**src/rtl/div_unit.sv**
```systemverilog
// div_unit -- iterative 32-step restoring divider for the execute stage.
//
// Signed or unsigned divide. Operands are sampled once, when a request is
// accepted, and are not read again. The divider then produces one quotient
// bit per cycle from the operand magnitudes. The signs of the quotient and
// remainder are fixed up on the final step.
//
// Ports
//   clk           rising-edge clock
//   rst           synchronous, active-high reset
//   signed_div_i  1 = two's-complement divide, 0 = unsigned
//   opdata1_i     dividend
//   opdata2_i     divisor
//   start_i       request, held high until ready_o is seen
//   annul_i       abort the current divide
//   result_o      {remainder, quotient}, zero unless ready_o is high
//   ready_o       result_o is valid
module div_unit #(
  parameter int DIV_W = 32
) (
  input  logic               clk,
  input  logic               rst,
  input  logic               signed_div_i,
  input  logic [DIV_W-1:0]   opdata1_i,
  input  logic [DIV_W-1:0]   opdata2_i,
  input  logic               start_i,
  input  logic               annul_i,
  output logic [2*DIV_W-1:0] result_o,
  output logic               ready_o
);

  localparam logic [1:0] FREE   = 2'd0;
  localparam logic [1:0] BYZERO = 2'd1;
  localparam logic [1:0] ON     = 2'd2;
  localparam logic [1:0] END    = 2'd3;

  localparam int CW = $clog2(DIV_W);

  logic [1:0]       state;
  logic [CW-1:0]    cnt;
  logic [DIV_W-1:0] rem;      // partial remainder
  logic [DIV_W-1:0] quo;      // dividend bits shift out, quotient bits shift in
  logic [DIV_W-1:0] dvs;      // divisor magnitude
  logic             neg_quo;
  logic             neg_rem;

  // Operand magnitudes and sign flags, used only on the accepting edge.
  logic             a_neg;
  logic             b_neg;
  logic [DIV_W-1:0] a_mag;
  logic [DIV_W-1:0] b_mag;

  always_comb begin
    a_neg = signed_div_i & opdata1_i[DIV_W-1];
    b_neg = signed_div_i & opdata2_i[DIV_W-1];
    a_mag = a_neg ? -opdata1_i : opdata1_i;
    b_mag = b_neg ? -opdata2_i : opdata2_i;
  end

  // One restoring step: bring down the next dividend bit and compare the
  // resulting 33-bit partial remainder against the divisor. Whenever the
  // subtraction is taken, the difference is below the divisor, so the low
  // DIV_W bits of the difference are exact.
  logic [DIV_W:0]   shifted;
  logic             take;
  logic [DIV_W-1:0] diff;
  logic [DIV_W-1:0] rem_next;
  logic [DIV_W-1:0] quo_next;

  always_comb begin
    shifted  = {rem, quo[DIV_W-1]};
    take     = (shifted >= {1'b0, dvs});
    diff     = shifted[DIV_W-1:0] - dvs;
    rem_next = take ? diff : shifted[DIV_W-1:0];
    quo_next = {quo[DIV_W-2:0], take};
  end

  always_ff @(posedge clk) begin
    if (rst) begin
      state    <= FREE;
      cnt      <= '0;
      rem      <= '0;
      quo      <= '0;
      dvs      <= '0;
      neg_quo  <= 1'b0;
      neg_rem  <= 1'b0;
      result_o <= '0;
      ready_o  <= 1'b0;
    end else begin
      case (state)
        FREE: begin
          if (start_i && !annul_i) begin
            if (opdata2_i == '0) begin
              state <= BYZERO;
            end else begin
              state   <= ON;
              cnt     <= '0;
              rem     <= '0;
              quo     <= a_mag;
              dvs     <= b_mag;
              neg_quo <= a_neg ^ b_neg;
              neg_rem <= a_neg;
            end
          end
        end

        BYZERO: begin
          state    <= END;
          result_o <= '0;
          ready_o  <= 1'b1;
        end

        ON: begin
          if (annul_i || !start_i) begin
            state <= FREE;
            cnt   <= '0;
          end else begin
            rem <= rem_next;
            quo <= quo_next;
            cnt <= cnt + 1'b1;
            // The last step registers the result directly from the step
            // outputs, so no extra cycle is spent on the sign fix-up.
            if (cnt == CW'(DIV_W - 1)) begin
              state    <= END;
              ready_o  <= 1'b1;
              result_o <= {(neg_rem ? -rem_next : rem_next),
                           (neg_quo ? -quo_next : quo_next)};
            end
          end
        end

        END: begin
          if (annul_i || !start_i) begin
            state    <= FREE;
            ready_o  <= 1'b0;
            result_o <= '0;
          end
        end

        default: state <= FREE;
      endcase
    end
  end

endmodule

```
**config.mk**
```make
export PLATFORM = sky130hd
export DESIGN_NAME = div_unit
export DESIGN_NICKNAME = d
export VERILOG_FILES = /design/src/rtl/div_unit.sv
export SDC_FILE = /design/constraint.sdc
export NUM_CORES = 1
export LEC_CHECK = 0
export CORE_MARGIN = 4
export CORE_UTILIZATION = 45
export DETAILED_ROUTE_END_ITERATION = 10
export PLACE_DENSITY = 0.67
export SYNTH_ARGS = -nofsm -noshare
export SYNTH_HDL_FRONTEND = slang
export SYNTH_SLANG_ARGS = --single-unit
```
**constraint.sdc**
```tcl
create_clock -name clk -period 6.7 [get_ports clk]
set_clock_uncertainty 0.2 [all_clocks]
set_input_delay 0.67 -clock clk [delete_from_list [all_inputs] [get_ports clk]]
set_output_delay 0.67 -clock clk [all_outputs]
set_load 0.02 [all_outputs]
```
==> metrics, run 1 <==
DRT iter0 DRCs 1102; Max IR drop VDD 134 uV; Post-Syn Instances 1574; Critical R2R Capture result_o[62]; pwr dens 196 mW/mm2; pin count of the biggest net entering global routing 76; Initial Utilization 45.6%; # DRC 0; routed vias 11800; clock tree sinks 170; Worst-Margin Slew 1210 ps; top cells by area, synth dfxtp_1, nor2_1, xnor2_1, a21oi_1, a211oi_1; CP Class reg2reg; cts hold-fix bufs 0; Yosys Warn Count 0; area of the mapped netlist 0.0118 mm2; Req. time, crit path 6830 ps; fmax 184 MHz; crit share post-route 80.9%; run status complete, no violations; first-pass GRT wire length 58800 um; root buf cell clkbuf_16; HPWL Detailed 27600 um; DRT Pass-1 Iters 8; Seq cells post-synth 170; initial antenna violation count 0; share of cells above drive strength 1 4.85%; Yosys top cell by area dfxtp_1; cts bufs inserted 17; end of the critical path result_o[62]; gr ovfl total 0; Layout Nets 1743; wire per inst 18.8 um; Die W 170 um; Clk pin slew, worst setup/hold paths 70 ps; Final Max Tran Viols 0; Crit Path Max Fanout 14; DR vias/cell 5.96; setup TNS 0 ps; max-cap violation count 0; hold crit path type reg2reg; vias in the first global route 10900; commonest non-fill, non-tap cells in the layout nor2_1, dfxtp_1, a21oi_1; RSZ-0062 raised after global routing no; total power 2.72 mW; worst r2r src rem[17]; Tmin final 5420 ps; Die Span Y 170 um; cts repair resizes 0; # IOs 134; CTS tree yes; IO buf count 133; post-synth top area share 28.8%; GRT Total Usage 25.1%; Ant. Diodes 0; Antenna Violating Nets Remaining 0; Final setup viols 0; most common cell after layout, fill and taps aside nor2_1; worst setup path start rem[17]; DIE AREA 0.0289 mm2; Syn Nets 1682; flop2flop setup slack 1280 ps; Placer Congestion 0.937; Post CTS Setup Buffer Count 0; Main synth FF type dfxtp_1; WL final 37200 um; cells on worst reg2reg path 17; FP Rows 59; Layout area overhead 17.3%; library cells used by synthesis 84; Crit. End Element flop; average size of a mapped cell 7.51 um2; Bufs on Longest Clock Path 2; fraction of registers with async set/reset 0%; worst skew pair latency 440 ps; Post-synth EDFFs 0; sequential element share of the synthesized area 28.8%; Final Hold Fails 0; Worst EP arrival 5560 ps; Worst Setup Start Kind flop; leakage 5.22 nW; Slew HR 19.3%; core area 0.0259 mm2; H-Tree Level Count 4
routing by layer:
| layer | track usage, % | up-vias | share of wire [%] |
|---|---|---|---|
| met5 | 0 | - | 0 |
| met4 | 8.13 | 0 | 2.9 |
| met3 | 4.97 | 77 | 6.1 |
| met2 | 39.3 | 395 | 45 |
| met1 | 34.7 | 5549 | 46 |
| li1 | - | 5796 | - |
flip-flops by register name, indices dropped and copies added, names as in the netlist:
name and count:
state 2, neg_quo 1, cnt 5, quo 32, result_o 64, rem 32
dvs 32, neg_rem 1, ready_o 1
layout make-up:
cell class,instances,area (um2)
clock buffers,18,439
clock inverters,14,181
fillers,2498,12100
inverters,56,210
multi-input cells,1247,7800
flip-flops and latches,170,3400
well taps,335,419
repair buffers,143,1400
report_power, final:
part           leakage (nW)  switching [mW]  total (mW)  internal (mW)
clock                 0.296           0.488        1.04          0.547
sequential             1.38          0.0301        1.07           1.04
combinational          3.54           0.391       0.620          0.229
total                  5.22           0.909        2.72           1.81
cells in the mapped netlist, types with 21 or more instances:
library cell	instances
nor2_1	261
dfxtp_1	170
a21oi_1	135
nand2_1	116
xnor2_1	91
clkbuf_1	68
a211oi_1	65
o21ai_0	61
inv_1	55
xor2_1	45
nor3_1	42
a22oi_1	40
ha_1	38
a31oi_1	26
nand3_1	26
a22o_1	25
buf_2	22
nor4_1	22
o31ai_1	21
logic make-up after synthesis:
group	share of synthesized area, %
and+or+nand+nor	23.1
AOI/OAI and AO/OA	26.9
DFF	28.8
buffers and inverters	5.45
xor gates and xnor gates	10.1
adders and majority gates	4.19
muxes	1.45
stage by stage:
stage	hold WS (ps)	utilization [%]	instance area [um2]	instances	setup WS, ps
2_1_floorplan	232	-	11800	1574	1620
6_report	254	53.5	13900	1983	1280
4_1_cts	256	53.5	13900	1983	1380
3_5_place_dp	248	51.1	13200	1951	1210
3_3_place_gp	242	51.1	13200	1951	1320
5_1_grt	279	53.5	13900	1983	929
worst min path at each step:
stage	from	end	cells after the start
2_1_floorplan	dvs[26]	dvs[26]	2
6_report	dvs[30]	dvs[30]	2
4_1_cts	dvs[30]	dvs[30]	2
3_3_place_gp	dvs[30]	dvs[30]	2
3_5_place_dp	dvs[30]	dvs[30]	2
5_1_grt	dvs[31]	dvs[31]	2
worst max-delay path, cell delays in order, from the launching register on:
cell     delay (ps)
dfxtp_1         370
ha_1            560
nand4_2         200
nor4_1          490
a41o_1          260
a21oi_2          70
nand3_2         240
mux2i_1         320
ha_1            210
inv_1            70
nor4_1          400
or3b_2          520
nor4b_2         260
a41oi_1         150
or2_1           380
o41ai_2         330
xnor2_1         110
a22o_1          180
No activity file was read; power rests on OpenSTA's default activity.
==> run 2, diff against run 1 <==
Clock period 6.7 ns to 5.6 ns, I/O delays scaled along.
==> metrics, run 2 (same netlist as run 1, synthesis figures left out) <==
Die W 170 um (unchanged); Max IR drop VDD 166 uV (was 134 uV); Fillers 2446 (was 2498); commonest non-fill, non-tap cells in the layout nor2_1, dfxtp_1, a21oi_1 (unchanged); end of the critical path result_o[62] (unchanged); Tmin final 5250 ps (was 5420 ps); # DRC 0 (unchanged); Reg with most FFs result_o (unchanged); Slew HR 22.6% (was 19.3%); pwr dens 236 mW/mm2 (was 196 mW/mm2); worst skew pair latency 450 ps (was 440 ps); worst setup path start rem[17] (unchanged); most common cell after layout, fill and taps aside nor2_1 (unchanged); Clk pin slew, worst setup/hold paths 80 ps (was 70 ps); final core utilization 53.8% (was 53.5%); core area 0.0259 mm2 (unchanged); cts bufs inserted 17 (unchanged); slowest stage delay, CP 550 ps (was 560 ps); Placer Congestion 0.954 (was 0.937); Critical R2R Capture result_o[62] (unchanged); gr ovfl total 0 (unchanged); first-pass GRT wire length 59300 um (was 58800 um); Final setup viols 0 (unchanged); RSZ-0062 raised after global routing no (unchanged); DRT Pass-1 Iters 5 (was 8); fin worst setup slack 349 ps (was 1280 ps); CP Class reg2reg (unchanged); max reg flops 64 (unchanged); Layout Nets 1747 (was 1743); Worst Setup Start Kind flop (unchanged); Worst-Margin Slew 1160 ps (was 1210 ps); wire per inst 18.7 um (was 18.8 um); fmax 190 MHz (was 184 MHz); CP top delay family simple AND/OR/NAND/NOR gates (unchanged); critical path's most frequent cell ha_1; crit share post-route 93.8% (was 80.9%); vias in the first global route 10900 (about the same); Slowest cell on crit path ha_1 (unchanged); Initial Utilization 45.6% (unchanged); Worst EP arrival 5400 ps (was 5560 ps); flop2flop setup slack 350 ps (was 1280 ps); initial antenna violation count 1 (was 0); Cell Chain, Critical Path ha_1 -> nand4_2 -> nor4_2 -> a41o_1 -> a21oi_2 -> nand3_2 -> mux2i_1 -> ha_1 -> inv_1 -> nor4_1 -> or3b_2 -> nor4b_2 -> a41oi_1 -> or2_1 -> o41ai_2 -> xnor2_1 -> a22o_1 (was ha_1 -> nand4_2 -> nor4_1 -> a41o_1 -> a21oi_2 -> nand3_2 -> mux2i_1 -> ha_1 -> inv_1 -> nor4_1 -> or3b_2 -> nor4b_2 -> a41oi_1 -> or2_1 -> o41ai_2 -> xnor2_1 -> a22o_1); GRT Total Usage 25.2% (was 25.1%); root buf cell clkbuf_16 (unchanged); routed vias 11900 (was 11800); Layout area overhead 18.0% (was 17.3%); WL final 37200 um (about the same); Crit Path Max Fanout 14 (unchanged); max-cap violation count 0 (unchanged); Post CTS Setup Buffer Count 0 (unchanged); DR vias/cell 5.97 (was 5.96); Final Max Tran Viols 0 (unchanged); cells on worst reg2reg path 17 (unchanged); Final Hold Fails 0 (unchanged); Bufs on Longest Clock Path 2 (unchanged); H-Tree Level Count 4 (unchanged); Antenna Violating Nets Remaining 0 (unchanged); run status complete, no violations (unchanged); # IOs 134 (unchanged); share of cells above drive strength 1 5.21% (was 4.85%); DIE AREA 0.0289 mm2 (unchanged); Req. time, crit path 5750 ps (was 6830 ps); Ant. Diodes 0 (unchanged); Crit. End Element flop (unchanged); Die Span Y 170 um (unchanged); FP Rows 59 (unchanged); Crit path depth 17 (unchanged); worst r2r src rem[17] (unchanged); HPWL Detailed 27700 um (was 27600 um); setup TNS 0 ps (unchanged); clock tree sinks 170 (unchanged); DRT iter0 DRCs 1028 (was 1102); pin count of the biggest net entering global routing 98 (was 76); pre-CTS setup slack 400 ps (was 1210 ps); IO buf count 133 (unchanged); hold crit path type reg2reg (unchanged); leakage 5.26 nW (was 5.22 nW); total power 3.29 mW (was 2.72 mW); CTS tree yes (unchanged); WP buf/inv 1 (unchanged)
run 2: changes by cell type in the layout (fill, tap and decap cells not counted), moves of 2 or more:
cell,previous run,this run
inv_8,4,0
clkinv_4,2,0
buf_12,0,2
clkinv_8,4,8
buf_4,11,13
inv_6,1,3
inv_12,0,3
run 2: worst min-delay path by stage:
stage	start	endpoint	slack [ps]	cells past startpoint
global route	dvs[31]	dvs[31]	290	2
finish	dvs[31]	dvs[31]	260	2
floorplan	dvs[26]	dvs[26]	230	2
CTS	dvs[26]	dvs[26]	260	2
global placement	dvs[30]	dvs[30]	250	2
detailed placement	dvs[26]	dvs[26]	250	2
run 2: worst reg2reg max path, delay by kind of cell, from the launching register on:
| family | cells | cell delay, ps |
|---|---|---|
| multiplexers | 1 | 310 |
| XOR/XNOR | 1 | 100 |
| flip-flops | 1 | 370 |
| adder cells (fa/ha/maj) | 2 | 760 |
| AO/OA/AOI/OAI | 5 | 950 |
| AND/OR/NAND/NOR | 7 | 2390 |
| buffers and inverters | 1 | 70 |
run 2: layout make-up:
| cell class | instances | area (um2) | area share, % |
|---|---|---|---|
| multi-input cells | 1247 | 7810 | 56.0 |
| flip-flops and latches | 170 | 3400 | 24.4 |
| repair buffers | 147 | 1460 | 10.5 |
| clock buffers | 17 | 425 | 3.05 |
| well taps | 335 | 419 | 3.01 |
| clock inverters | 15 | 213 | 1.53 |
| inverters | 56 | 210 | 1.51 |
run 2: stage by stage:
step / instances / hold WS, ps / instance area [um2]
floorplan: 1574 / 232 / 11800
global placement: 1955 / 246 / 13300
detailed placement: 1955 / 253 / 13300
CTS: 1987 / 262 / 13900
global route: 1987 / 288 / 13900
finish: 1987 / 262 / 13900
run 2: repair_timing:
| item | CTS | global route |
|---|---|---|
| gates resized for setup | 0 | 2 |
| setup endpoints to repair | 0 | 3 |
| hold buffers | 0 | 0 |
run 2: layer usage:
metal / wire length [um] / track usage (%)
met1: 17400 / 35.7
met2: 16800 / 40.1
met3: 2070 / 3.86
met4: 863 / 6.63
met5: 13 / 0
run 2: power by group:
group,switching (mW),internal (mW)
sequential,0.0335,1.24
combinational,0.472,0.279
clock,0.643,0.619
total,1.15,2.14
==> run 3, diff against run 2 <==
Settings changed: PLACE_DENSITY 0.67 to 0.66.
==> metrics, run 3 (same netlist as run 1, synthesis figures left out) <==
Slew HR 22.3% (was 22.6%); Crit. End Element flop (unchanged); CTS tree yes (unchanged); # DRC 0 (unchanged); total power 3.20 mW (was 3.29 mW); fmax 188 MHz (was 190 MHz); Ant. Diodes 0 (unchanged); cell internal pwr 2.11 mW (was 2.14 mW); clock tree sinks 170 (unchanged); core area 0.0259 mm2 (unchanged); FP Rows 59 (unchanged); multi-input logic area 0.00782 mm2 (was 0.00781 mm2); Worst-Margin Slew 1170 ps (was 1160 ps); slowest stage delay, CP 530 ps (was 550 ps); combinational share of power 23.4% (was 22.9%); pre-CTS setup slack 271 ps (was 400 ps); Antenna Violating Nets Remaining 0 (unchanged); WL final 37000 um (was 37200 um); pwr dens 231 mW/mm2 (was 236 mW/mm2); IO buf count 133 (unchanged); initial antenna violation count 1 (unchanged); Reg with most FFs result_o (unchanged); HPWL Detailed 27600 um (was 27700 um); wire per inst 18.6 um (was 18.7 um); Finished Cell Area 0.0139 mm2 (about the same); # IOs 134 (unchanged); switch share 34.0% (was 35.0%); worst skew pair latency 440 ps (was 450 ps); setup TNS 0 ps (unchanged); Flop pwr share 39.8% (was 38.7%); Slowest cell on crit path or3b_2 (was ha_1); Layout Nets 1748 (was 1747); Storage cell area 0.00340 mm2 (unchanged); Layout area overhead 17.3% (was 18.0%); DRT iter0 DRCs 908 (was 1028); crit share post-route 94.7% (was 93.8%); WP buf/inv 1 (unchanged); Die W 170 um (unchanged); Req. time, crit path 5730 ps (was 5750 ps); Fillers 2564 (was 2446); Hold Path Origin dvs[31] (unchanged); routed vias 11800 (was 11900); Tmin final 5310 ps (was 5250 ps); gr ovfl total 0 (unchanged); Cell Chain, Critical Path ha_1 -> a21o_1 -> a31o_2 -> o2bb2ai_2 -> o211ai_4 -> nand3_2 -> mux2i_1 -> ha_1 -> inv_1 -> nor4_1 -> or3b_2 -> nor4b_2 -> a41oi_1 -> or2_1 -> o41ai_2 -> xnor2_1 -> a22o_1 (was ha_1 -> nand4_2 -> nor4_2 -> a41o_1 -> a21oi_2 -> nand3_2 -> mux2i_1 -> ha_1 -> inv_1 -> nor4_1 -> or3b_2 -> nor4b_2 -> a41oi_1 -> or2_1 -> o41ai_2 -> xnor2_1 -> a22o_1); CP top delay family simple AND/OR/NAND/NOR gates (unchanged); vias in the first global route 10900 (about the same); fin cells 1988 (was 1987); root buf cell clkbuf_16 (unchanged); DP Area 0.0133 mm2 (about the same); first-pass GRT wire length 59300 um (about the same); CP Class reg2reg (unchanged); worst setup path start rem[5] (was rem[17]); commonest non-fill, non-tap cells in the layout nor2_1, dfxtp_1, a21oi_1 (unchanged); max reg flops 64 (unchanged); GRT Total Usage 25.2% (about the same); leakage 5.22 nW (was 5.26 nW); DR vias/cell 5.93 (was 5.97); pin count of the biggest net entering global routing 83 (was 98); DRT Pass-1 Iters 6 (was 5); Die Span Y 170 um (unchanged); Max IR drop VDD 156 uV (was 166 uV); Placer Congestion 0.969 (was 0.954); Worst Setup Start Kind flop (unchanged); critical path's most frequent cell ha_1 (unchanged); max-cap violation count 0 (unchanged); clock network power share 36.8% (was 38.4%); Initial Utilization 45.6% (unchanged); H-Tree Level Count 4 (unchanged); Worst EP arrival 5430 ps (was 5400 ps); Clk pin slew, worst setup/hold paths 70 ps (was 80 ps); share of cells above drive strength 1 5.32% (was 5.21%); RSZ-0062 raised after global routing no (unchanged); Final setup viols 0 (unchanged); hold crit path type reg2reg (unchanged); Crit Path Max Fanout 10 (was 14); worst r2r src rem[5] (was rem[17]); Bufs on Longest Clock Path 2 (unchanged); Final Max Tran Viols 0 (unchanged); Psw 1.09 mW (was 1.15 mW); Final Hold Fails 0 (unchanged); fin worst setup slack 295 ps (was 349 ps); final core utilization 53.5% (was 53.8%); cts bufs inserted 17 (unchanged); most common cell after layout, fill and taps aside nor2_1 (unchanged); Inst Count DP 1956 (was 1955); DIE AREA 0.0289 mm2 (unchanged); run status complete, no violations (unchanged); Hold Slack 252 ps (was 262 ps)
## run 3: cell types whose count changed in the layout (fill, tap and decap cells not counted)
cell        change
clkinv_4        +2
clkinv_2        +1
ha_2            +1
inv_12          -3
buf_4           +3
clkinvlp_4      +1
buf_12          -2
clkinv_8        -6
inv_8           +4
inv_6           +1
ha_1            -1
## run 3: area by class of cell
cell class                      instances  share of cell area (%)
Multi-Input combinational cell       1247                    56.4
Sequential cell                       170                    24.5
Timing Repair Buffer                  148                    10.4
Clock buffer                           17                    3.07
Tap cell                              335                    3.02
Inverter                               56                    1.52
Clock inverter                         15                    1.08
## run 3: timing repair
action / in CTS / in global routing
hold buffers: 0 / 0
buffers inserted: 0 / 0
gates resized for setup: 0 / 3
setup endpoints to repair: 0 / 4
## run 3: path summary, 6_finish.rpt
path | end | slack [ps] | cells after the start
worst min-delay path | dvs[31] | 250 | 2
worst max register to register | result_o[62] | 290 | 17
worst min register to register | dvs[31] | 250 | 2
worst max-delay path | result_o[62] | 290 | 17
## run 3: worst min-delay path, stage by stage (launching register included)
cell and delay (ps):
dfxtp_1 310, nand2_1 50, a21oi_1 50
## run 3: per-layer routing
metal / vias up / GRT usage (%) / wire (um)
met1: 5529 / 36.1 / 17300
met3: 49 / 3.16 / 1980
li1: 5820 / - / -
met2: 397 / 40.3 / 16900
met4: 2 / 6.18 / 734
met5: - / 0 / 17
## run 3: power groups by stage
stage          combinational [mW]  clock [mW]  sequential, mW
2_1_floorplan               0.516           0            1.29
3_3_place_gp                0.728           0            1.30
3_5_place_dp                0.731           0            1.30
4_1_cts                     0.735        1.19            1.27
5_1_grt                     0.822        1.24            1.28
6_report                    0.749        1.18            1.27
